==> config.mk <==
export PLATFORM = sky130hd
export DESIGN_NAME = rotary_quad_gen
export DESIGN_NICKNAME = d
export VERILOG_FILES = /design/src/rtl/rotary_quad_gen.sv
export SDC_FILE = /design/constraint.sdc
export NUM_CORES = 1
export LEC_CHECK = 0
export CORE_MARGIN = 2
export CORE_UTILIZATION = 38
export DETAILED_ROUTE_END_ITERATION = 10
export PLACE_DENSITY = 0.67
export SLEW_MARGIN = 30
export SYNTH_ARGS = -nofsm -noshare
export SYNTH_HDL_FRONTEND = slang
export SYNTH_SLANG_ARGS = --single-unit
==> constraint.sdc <==
create_clock -name aclk -period 2 [get_ports aclk]
set_input_delay 0.2 -clock aclk [delete_from_list [all_inputs] [get_ports aclk]]
set_output_delay 0.2 -clock aclk [all_outputs]
set_load 0.01 [all_outputs]
==> src/rtl/rotary_quad_gen.sv <==
// Quadrature (ck/dt) waveform generator. It emits one full Gray-code cycle per detent for a signed step command.
// Define ROTARY_QUAD_GEN_POS_EN to add a signed 16-bit detent position output.
module rotary_quad_gen #(
  parameter int PHASE_CYCLES = 2000,
  parameter int GAP_CYCLES   = 0,
  parameter int WIDTH        = 8
) (
  input  logic                    aclk,
  input  logic                    reset,
  input  logic                    cmd_valid,
  output logic                    cmd_ready,
  input  logic signed [WIDTH-1:0] cmd_steps,
  input  logic                    abort,
  output logic                    ck,
  output logic                    dt,
  output logic                    busy,
  output logic [WIDTH-1:0]        remaining
`ifdef ROTARY_QUAD_GEN_POS_EN
  ,
  output logic signed [15:0]      position
`endif
);

  localparam int CNT_W = $clog2(PHASE_CYCLES + GAP_CYCLES + 1);
  localparam logic [CNT_W-1:0] PH_LOAD  = CNT_W'(PHASE_CYCLES - 1);
  localparam logic [CNT_W-1:0] DET_LOAD = CNT_W'(PHASE_CYCLES + GAP_CYCLES - 1);

  typedef enum logic [2:0] {
    IDLE,
    PH1,
    PH2,
    PH3,
    DET
  } state_t;

  state_t           state;
  logic             dir_bwd;
  logic             abort_q;
  logic [CNT_W-1:0] phase_cnt;
  logic [WIDTH-1:0] magnitude;
  logic             det_entry;

  // Two's-complement negation of the most negative value yields the same bit pattern.
  // Read as unsigned, that pattern is the correct magnitude (e.g. -128 -> 128).
  assign magnitude = cmd_steps[WIDTH-1] ? $unsigned(-cmd_steps) : $unsigned(cmd_steps);

  assign cmd_ready = !busy;
  assign det_entry = (state == PH3) && (phase_cnt == '0);

  // The (ck,dt) pattern for each phase. The middle phase is 11 in both directions.
  function automatic logic [1:0] phase_pattern(input state_t s, input logic bwd);
    case (s)
      PH1:     return bwd ? 2'b01 : 2'b10;
      PH2:     return 2'b11;
      PH3:     return bwd ? 2'b10 : 2'b01;
      default: return 2'b00;
    endcase
  endfunction

  // NOTE: sequential state uses non-blocking assignments only, so every register samples pre-edge values.
  always_ff @(posedge aclk or negedge reset) begin
    if (!reset) begin
      state     <= IDLE;
      busy      <= 1'b0;
      ck        <= 1'b0;
      dt        <= 1'b0;
      remaining <= '0;
      dir_bwd   <= 1'b0;
      abort_q   <= 1'b0;
      phase_cnt <= '0;
    end else begin
      if (busy && abort) begin
        abort_q <= 1'b1;
      end

      case (state)
        IDLE: begin
          if (!busy) begin
            if (cmd_valid) begin
              dir_bwd   <= cmd_steps[WIDTH-1];
              remaining <= magnitude;
              busy      <= 1'b1;
            end
          end else if (remaining != '0) begin
            state     <= PH1;
            {ck, dt}  <= phase_pattern(PH1, dir_bwd);
            phase_cnt <= PH_LOAD;
          end else begin
            // A zero-step command: release after a single busy clock.
            busy      <= 1'b0;
            abort_q   <= 1'b0;
            remaining <= '0;
            phase_cnt <= '0;
          end
        end

        PH1, PH2: begin
          if (phase_cnt != '0) begin
            phase_cnt <= phase_cnt - 1'b1;
          end else begin
            state     <= (state == PH1) ? PH2 : PH3;
            {ck, dt}  <= phase_pattern((state == PH1) ? PH2 : PH3, dir_bwd);
            phase_cnt <= PH_LOAD;
          end
        end

        PH3: begin
          if (phase_cnt != '0) begin
            phase_cnt <= phase_cnt - 1'b1;
          end else begin
            state     <= DET;
            {ck, dt}  <= 2'b00;
            remaining <= remaining - 1'b1;
            phase_cnt <= DET_LOAD;
          end
        end

        DET: begin
          if (phase_cnt != '0) begin
            phase_cnt <= phase_cnt - 1'b1;
          end else if (remaining != '0 && !abort_q) begin
            state     <= PH1;
            {ck, dt}  <= phase_pattern(PH1, dir_bwd);
            phase_cnt <= PH_LOAD;
          end else begin
            // An abort takes effect only here, once the step in flight has fully settled at 00.
            state     <= IDLE;
            busy      <= 1'b0;
            remaining <= '0;
            abort_q   <= 1'b0;
            phase_cnt <= '0;
          end
        end

        default: begin
          state     <= IDLE;
          busy      <= 1'b0;
          {ck, dt}  <= 2'b00;
          remaining <= '0;
          abort_q   <= 1'b0;
          phase_cnt <= '0;
        end
      endcase
    end
  end

`ifdef ROTARY_QUAD_GEN_POS_EN
  // Detent position survives commands and aborts. Only reset clears it, and it wraps freely.
  always_ff @(posedge aclk or negedge reset) begin
    if (!reset) begin
      position <= '0;
    end else if (det_entry) begin
      position <= dir_bwd ? position - 16'sd1 : position + 16'sd1;
    end
  end
`endif

endmodule

==> impl_results.md <==
* ANT cells at 0
* Clk_lat worst skew at 0.28 ns
* Final cell count without fillers at 396
* CP Max Fanout at 5
* Post-synth EDFFs at 0
* Largest stage delay, worst path at 0.49 ns
* Req. time, crit path at 2.17 ns
* CTS Root Cell: clkbuf_8
* Total track usage at 0.211
* Sequential share of the synthesized area at 0.333
* I/O pin count at 24
* Sequential cell area at 676 sq um
* Min cycle time layout at 2.09 ns
* Largest net degree at the start of global routing at 28
* Routed vias at 2265
* Dominant cells by area after synthesis: dfrtp_1 (33%), a21oi_1 (5.7%), nor2_1 (5.0%)
* Most frequent cells after synthesis: dfrtp_1 (27), nor2_1 (27), a21oi_1 (23)
* First-pass GRT wire length at 10300 um
* Post-synthesis net count at 267
* Starting Density at 0.395
* CP Cell Sequence: inv_2, ha_4, or4b_4, buf_6, o211ai_4, o211ai_4, a221o_1
* Leak at 1.19 nW
* Slew Viols, Final at 0
* Die X-Extent at 77.1 um
* # rows at 26
* Die area at 5940 sq um
* Synthesized flop and latch total at 27
* Worst-case clock buffer depth at 2
* TritonCTS clock tree: built
* DP Wirelength at 4340 um
* Max VDD drop at 0.285 mV
* Gr ovfl total at 0
* Slowest CP cell: or4b_4
* Avg Inst Size Synth at 8.09 sq um
* Main synth FF type: dfrtp_1
* Top cell type's share of synthesized area at 0.333
* Synth-to-layout area growth at 46.5%
* Layout cells sized above 1 at 0.316
* Clock sinks at 27
* Htree depth at 1
* Vias in the first global route at 2248
* Status: complete, but fails checks
* Failing checks: setup timing
* TritonRoute pass-1 iters at 4
* Achievable Freq at 478 MHz
* Min Hold Slack at 0.290 ns
* Fin crit share at 1.05
* Util after Layout at 0.578
* Synthesized instance count at 251
* RSZ-0062 raised after global routing: true
* Initial antenna violation count at 0
* Final Wtd Congestion at 0.866
* PnR Total Power at 0.000939 W
* Final Skew at 0.00553 ns
* Total Routed Length at 6090 um
* Yosys warning count at 0
* Worst EP arrival at 2.27 ns
* DP Cell Count at 382
* Synth unique cells at 51
* Startpoint types: register
* Vias per inst at 5.72
* Die Ht at 77.1 um
* Setup Viol. Count Final at 16
* Worst path most repeated cell: o211ai_4
* Ys async rst share at 1.00
* DR iter-0 viols at 197
* Pre-CTS setup slack at -0.211 ns
* Drt wl/cell at 15.4 um
* Post-CTS Hold Buffers at 0
* Final routed DRC violation total at 0
* Cell taking the most area after synthesis: dfrtp_1
* IO buf count at 23
* Antenna viol nets, final at 0
* Hold crit path type: in2async
* Fillers at 495
* PwrDens at 316 nW/um^2
* Footprint of the multi-input gates at 1380 sq um
* R2r setup slk at -0.09 ns
* CTS buffer count at 3
* Core footprint at 5140 sq um
* Post-synthesis cell area at 2030 sq um
* Worst-Margin Slew at 0.469 ns
* Nets at 343
* Crit end category: register
* Maxcap violations at 0
* Setup WS post-layout at -0.0924 ns
* Final Hold Vio Count at 0
* Kind of critical path: reg2reg
* Clock Pin Slew Worst Setup and Hold Paths at 0.10 ns
* Slew HR at 0.685
==> layer usage <==
| layer | vias to the layer above | track usage | part of all wire | routed length (um) |
|---|---|---|---|---|
| met1 | 1083 | 0.268 | 0.42 | 2540 |
| met4 | 0 | 0.0661 | 0.010 | 63 |
| li1 | 1085 | - | - | - |
| met2 | 89 | 0.375 | 0.52 | 3140 |
| met3 | 8 | 0.0235 | 0.057 | 348 |
| met5 | - | 0 | 0 | 0 |
==> timing repair <==
action,CTS,global route
setup buffers,5,4
gates cloned,0,1
setup endpoints to repair,21,25
pin swaps,13,10
gates resized for setup,20,16
==> final timing paths <==
path                            depth (start not counted)                startpoint                        to
max in group asynchronous                               2                     reset      state[0]$_DFFE_PN0P_
min in group aclk                                       1  phase_cnt[5]$_DFFE_PN0P_  phase_cnt[5]$_DFFE_PN0P_
worst min-delay path                                    2                     reset  phase_cnt[0]$_DFFE_PN0P_
worst max register to register                          7  remaining[1]$_DFFE_PN0P_  phase_cnt[9]$_DFFE_PN0P_
worst max-delay path                                    7  remaining[1]$_DFFE_PN0P_  phase_cnt[9]$_DFFE_PN0P_
worst min register to register                          1  phase_cnt[5]$_DFFE_PN0P_  phase_cnt[5]$_DFFE_PN0P_
==> final cells by class <==
cell class                 count  share of cell area
clock buffer                   4              0.0152
inverter                      11              0.0156
multi-input combinational    196               0.463
sequential                    27               0.227
tap                           70              0.0295
timing repair buffer          88               0.250
==> flip-flops by register name, indices dropped and copies added, names as in the netlist <==
register   cells
state          3
busy           1
ck             1
abort_q        1
dt             1
remaining      8
dir_bwd        1
phase_cnt     11
==> critical path: cells and delay by family, from the launching register on <==
family                     cells  cell delay (ns)
AOI/OAI and AO/OA              3             0.71
and+or+nand+nor                1             0.49
DFF                            1             0.40
buffers and inverters          2             0.25
adders and majority gates      1             0.13
==> stage by stage <==
stage / area, sq um / setup TNS [ns]
4_1_cts: 2880 / -0.605
6_report: 2970 / -0.851
3_5_place_dp: 2720 / -2.20
2_1_floorplan: 2110 / -0.702
5_1_grt: 2970 / -2.42
3_3_place_gp: 2720 / -1.20
==> power breakdown <==
part | internal (W) | total [W] | switching [W]
Clock | 0.000143 | 0.000329 | 0.000185
Sequential | 0.000545 | 0.000545 | 0.000000000000000000200
Combinational | 0.0000337 | 0.0000646 | 0.0000309
==> logic make-up (layout without fill, tap and decap cells) <==
group	after synthesis	after routing	synth area share
AO/OA/AOI/OAI	92	92	0.295
XOR/XNOR	6	6	0.0259
adder cells (fa/ha/maj)	4	4	0.0247
buffers and inverters	28	103	0.0617
flip-flops	27	27	0.333
multiplexers	4	4	0.0216
AND/OR/NAND/NOR	90	90	0.238
==> cell usage in the layout, fill, tap and decap left out, drive strengths merged, types with 4 or more instances in the layout <==
cell	instances
nor4	6
nor2b	6
ha	4
nand3b	4
o221ai	4
a21oi	23
o31ai	5
nor2	27
o21ai	26
inv	11
clkdlybuf4s50	23
o22ai	7
nor3	8
nand3	4
nand2	17
or3	6
buf	65
dfrtp	27
clkbuf	4
o211ai	5
No activity file was read; power rests on OpenSTA's default activity.
==> RTL change 1 (same settings) <==
The 5 states of `state_t` get a Gray code encoding in 3 bits.
--- a/src/rtl/rotary_quad_gen.sv
+++ b/src/rtl/rotary_quad_gen.sv
@@ -26,11 +26,11 @@
   localparam logic [CNT_W-1:0] DET_LOAD = CNT_W'(PHASE_CYCLES + GAP_CYCLES - 1);
 
   typedef enum logic [2:0] {
-    IDLE,
-    PH1,
-    PH2,
-    PH3,
-    DET
+    IDLE = 3'b000,
+    PH1  = 3'b001,
+    PH2  = 3'b011,
+    PH3  = 3'b010,
+    DET  = 3'b110
   } state_t;
 
   state_t           state;
Function: no difference found for any inputs over 10 cycles, from zero or initial values and one cycle with reset low; not proved beyond that.
==> RTL change 1 against the original RTL <==
The run still ends with setup timing left. Largest power group unchanged. Cell area down 12%. Final cell count decreased by 13%. Setup slack gained 0.069 ns. Die area fell by 8.0%. Routed wire length decreased by 15%. Area after synthesis down 8.4%. Sequential cell count stayed put. Total power down 0.67%.
==> RTL change 1: results (changes against the original RTL) <==
GRT
  • Met2 GRT Util: 0.299 (-0.0760)
  • First-pass GRT wire length: 8.35 mm (-19%)
  • Vias in the first global route: 1770 (-21%)
  • Met1 Use GR: 0.290 (+0.0215)
  • Met3 usage: 0.0271 (+0.00357)
  • Tot GR Track Use: 0.195 (-0.0164)

Final layout
  • Multi-input gate count: 165 (-16%)
  • ClkCell Share: 0.0171 (+0.00198)
  • Share of cells above drive strength 1: 0.289 (-0.0271)
  • Inverters: 12 (+1)
  • Layout Utilization: 0.557 (-0.0216)
  • Net count, final: 294 (-14%)
  • Signal buf overhead: 0.220 (-0.0293)
  • Filler instances: 423 (-15%)

Synth
  • Compound-Gate Fraction of Synth Area: 0.297 (+0.00146)
  • Synth Area per Inst: 8.69 um2 (+7.5%)
  • Synth top area cells: dfrtp_1 (36%), a21oi_1 (5.7%), o31ai_1 (3.2%)
  • Adder-Cell Fraction of Synth Area: 0.0269 (+0.00226)
  • Top cells by count, synth: dfrtp_1 (27), a21oi_1 (21), nand2_1 (14), inv_1 (12), nor2_1 (11)
  • Ys async rst share: 1.00 (unchanged)
  • Sequential area share after synthesis: 0.363 (+0.0305)
  • Yosys cell types: 49 (-3.9%)
  • Synth Net Count: 230 (-14%)

Pwr
  • VDD IR max: 0.294 mV (+3.3%)
  • Flop pwr share: 0.585 (+0.004)
  • Leakage: 1.04 nW (-12%)
  • Power Internal: 0.000723 W (about the same)
  • Psw: 0.000209 W (-3.2%)
  • P_comb: 0.0000670 W (+3.7%)

Routing
  • Wire per inst: 15.0 um (-2.3%)
  • DR WL met3: 233 um (-33%)
  • WL met2: 2.38 mm (-24%)
  • Length of routed wiring on met1: 2.50 mm (-1.4%)
  • First-iteration detailed-routing DRC count: 294 (+49%)
  • Routed wire length: 5.17 mm (-15%)

STA
  • Setup_tns: -0.0452 ns (+0.806 ns)
  • Final setup vio count: 2 (-14)
  • Worst-case clock skew: 0.00808 ns (+0.00255 ns)
  • Setup ws final: -0.0235 ns (+0.0689 ns)

Run status
  • Failing checks: setup timing
  • Status: finished with violations

Placement
  • Pre-CTS WS: -0.0410 ns (+0.170 ns)
  • Placed Area: 2450 um2 (-9.9%)
  • Gpl congestion: 0.856 (-1.2%)
  • Post-DP HPWL: 3.76 mm (-13%)
  • Placed instance count: 334 (-13%)

Critical path
  • Slowest CP cell: or4_4
  • CP top delay family: simple AND/OR/NAND/NOR gates

Floorplan
  • Std cell rows: 25 (-3.8%)

Clocking
  • PostCTS Resize Cnt: 6 (-70%)
RTL change 1: cell count changes after synthesis, sizes merged, moves of 5 or more:
| cell | unedited run | this run |
|---|---|---|
| nor2 | 27 | 12 |
| o21ai | 26 | 15 |
| a211o | 0 | 6 |
| nor2b | 6 | 0 |
| clkbuf | 13 | 8 |
| nand3 | 4 | 9 |
RTL change 1: path summary, 6_finish.rpt:
path	slack, ns	end
worst min-delay path	0.29	dt$_DFFE_PN0P_
worst max-delay path	-0.02	remaining[2]$_DFFE_PN0P_
worst min register to register	0.52	dt$_DFFE_PN0P_
max in group asynchronous	1.44	remaining[4]$_DFFE_PN0P_
min in group aclk	0.52	dt$_DFFE_PN0P_
worst max register to register	-0.02	remaining[2]$_DFFE_PN0P_
RTL change 1: cell families after synthesis:
kind of cell / after synthesis
AOI/OAI and AO/OA: 84
and+or+nand+nor: 66
DFF: 27
buffers and inverters: 22
xor gates and xnor gates: 7
muxes: 4
adders and majority gates: 4
==> RTL change 2 (same settings) <==
Made on the original files. Add a define of `ROTARY_QUAD_GEN_POS_EN`.
--- a/src/rtl/rotary_quad_gen.sv
+++ b/src/rtl/rotary_quad_gen.sv
@@ -1,5 +1,7 @@
 // Quadrature (ck/dt) waveform generator. It emits one full Gray-code cycle per detent for a signed step command.
 // Define ROTARY_QUAD_GEN_POS_EN to add a signed 16-bit detent position output.
+`define ROTARY_QUAD_GEN_POS_EN
+
 module rotary_quad_gen #(
   parameter int PHASE_CYCLES = 2000,
   parameter int GAP_CYCLES   = 0,
Formal check against the unedited RTL (old outputs only; new: position): equivalent (Yosys induction, for registers that start in step).
==> RTL change 2 against the original RTL <==
Routed wire length grew 48%. Setup slack lost 0.31 ns. Sequential cell count is 16 higher. Die area grew 56%. Area after synthesis is 60% higher. The flow still finishes with violations (setup timing). Synthesized cell count up 53%. Cell area grew 63%. Sequential share of layout area is 0.38 points lower. Utilization grew 0.68 points.
Power is left out: it rests on default switching activity, and per cell area and clock period it moved more than threefold.
==> RTL change 2: results (changes against the original RTL) <==
Run status
  • Status: finished with violations
  • Failing checks: setup timing

Synth
  • Adder-Cell Fraction of Synth Area: 0.0794 (+0.0548)
  • Synth top area cells: dfrtp_1 (33%), ha_1 (7.3%), o21ai_0 (6.2%)
  • Top cells by count, synth: nand2_1 (52), dfrtp_1 (43), o21ai_0 (40), nor2_1 (32), a21oi_1 (20)
  • Post-synthesis mux area share: 0.0231 (+0.00156)
  • Compound-Gate Fraction of Synth Area: 0.237 (-0.0581)
  • Yosys cell types: 61 (+20%)
  • Post-synthesis xor/xnor area fraction: 0.0594 (+0.0335)
  • Synth Net Count: 415 (+55%)
  • Sequential area share after synthesis: 0.332 (-0.00126)

Final layout
  • Filler instances: 752 (+52%)
  • Share of cells above drive strength 1: 0.332 (+0.0161)
  • Largest registers: position: 16 flops, phase_cnt: 11 flops, remaining: 8 flops
  • Net count, final: 547 (+59%)

Critical path
  • Worst Reg-to-Reg Cells: 9 (+2)
  • Setup crit start: dir_bwd$_DFFE_PN0P_
  • Slowest CP cell: dfrtp_2
  • Critical path peak fanout: 7 (+2)
  • CP arrival: 2.59 ns (+0.32 ns)

STA
  • Setup ws final: -0.404 ns (-0.312 ns)
  • Relative slew margins: 0.619 (-0.0660)
  • Worst-case clock skew: 0.00736 ns (+0.00182 ns)
  • Final setup vio count: 10 (-6)

GRT
  • First-pass GRT wire length: 15.3 mm (+48%)
  • Largest net degree at the start of global routing: 28 (unchanged)
  • Vias in the first global route: 3402 (+51%)
  • Tot GR Track Use: 0.208 (-0.00325)

Routing
  • First-iteration detailed-routing DRC count: 150 (-24%)
  • Wire per inst: 14.5 um (-5.5%)
  • Via/cell ratio: 5.40 (-5.6%)

Clocking
  • Max H-tree Level: 2 (+1)
  • Clk_lat worst skew: 0.30 ns (+0.02 ns)

Placement
  • Pre-CTS WS: -0.467 ns (-0.256 ns)
  • Gpl congestion: 0.925 (+6.8%)
==> RTL change 2: worst register-to-register path, delay by kind of cell (launching register included) <==
kind	cells	cell delay, ns
compound gates	4	0.83
flops	1	0.49
simple gates	2	0.49
fa+ha+maj	1	0.23
xor+xnor	1	0.16
buf+inv	1	0.10
==> RTL change 2: repair_timing <==
item                                   4_1_cts  5_1_grt
pin swaps                                   18        8
setup endpoints to repair                   14       36
hold buffers                                 1        0
setup buffers                                5        4
endpoints found under the hold margin       19        0
gates resized for setup                     26       28
==> RTL change 2: cell type report <==
class	count	share of cell area
multi-input cells	307	0.470
inverters	13	0.0101
repair buffers	145	0.251
well taps	105	0.0272
clock buffers	6	0.0171
flip-flops and latches	43	0.223
clock inverters	1	0.00104
==> RTL change 2: metrics by stage <==
| stage | cell area (um2) | setup TNS (ns) | hold WS, ns | std cells |
|---|---|---|---|---|
| final | 4830 | -1.95 | 0.381 | 620 |
| after global placement | 4430 | -2.06 | 0.179 | 603 |
| after global routing | 4830 | -4.00 | 0.434 | 620 |
| after detailed placement | 4430 | -2.53 | 0.197 | 603 |
| after floorplan | 3290 | -1.24 | -0.0956 | 383 |
| after CTS | 4700 | -1.72 | 0.406 | 616 |
==> RTL change 2: kinds of logic (layout without fill, tap and decap cells) <==
family	after synthesis	after routing
and+or+nand+nor	140	140
adders and majority gates	20	20
buffers and inverters	33	165
muxes	7	7
DFF	43	43
xor gates and xnor gates	22	22
AOI/OAI and AO/OA	118	118
==> RTL change 2: metal layers <==
metal | part of all wire | track usage | routed length (um)
met1 | 0.45 | 0.254 | 4040
met2 | 0.49 | 0.371 | 4460
met3 | 0.035 | 0.0334 | 319
met4 | 0.021 | 0.0692 | 193
met5 | 0 | 0 | 0
==> RTL change 2: worst min-delay path by stage <==
| stage | slack, ns | cells after the start | end | start |
|---|---|---|---|---|
| floorplan | -0.1 | 0 | abort_q$_DFF_PN0_ | reset |
| global placement | 0.18 | 1 | position[4]$_DFFE_PN0P_ | reset |
| detailed placement | 0.20 | 1 | position[3]$_DFFE_PN0P_ | reset |
| CTS | 0.41 | 2 | position[3]$_DFFE_PN0P_ | reset |
| global route | 0.43 | 2 | position[3]$_DFFE_PN0P_ | reset |
| finish | 0.38 | 2 | position[3]$_DFFE_PN0P_ | reset |
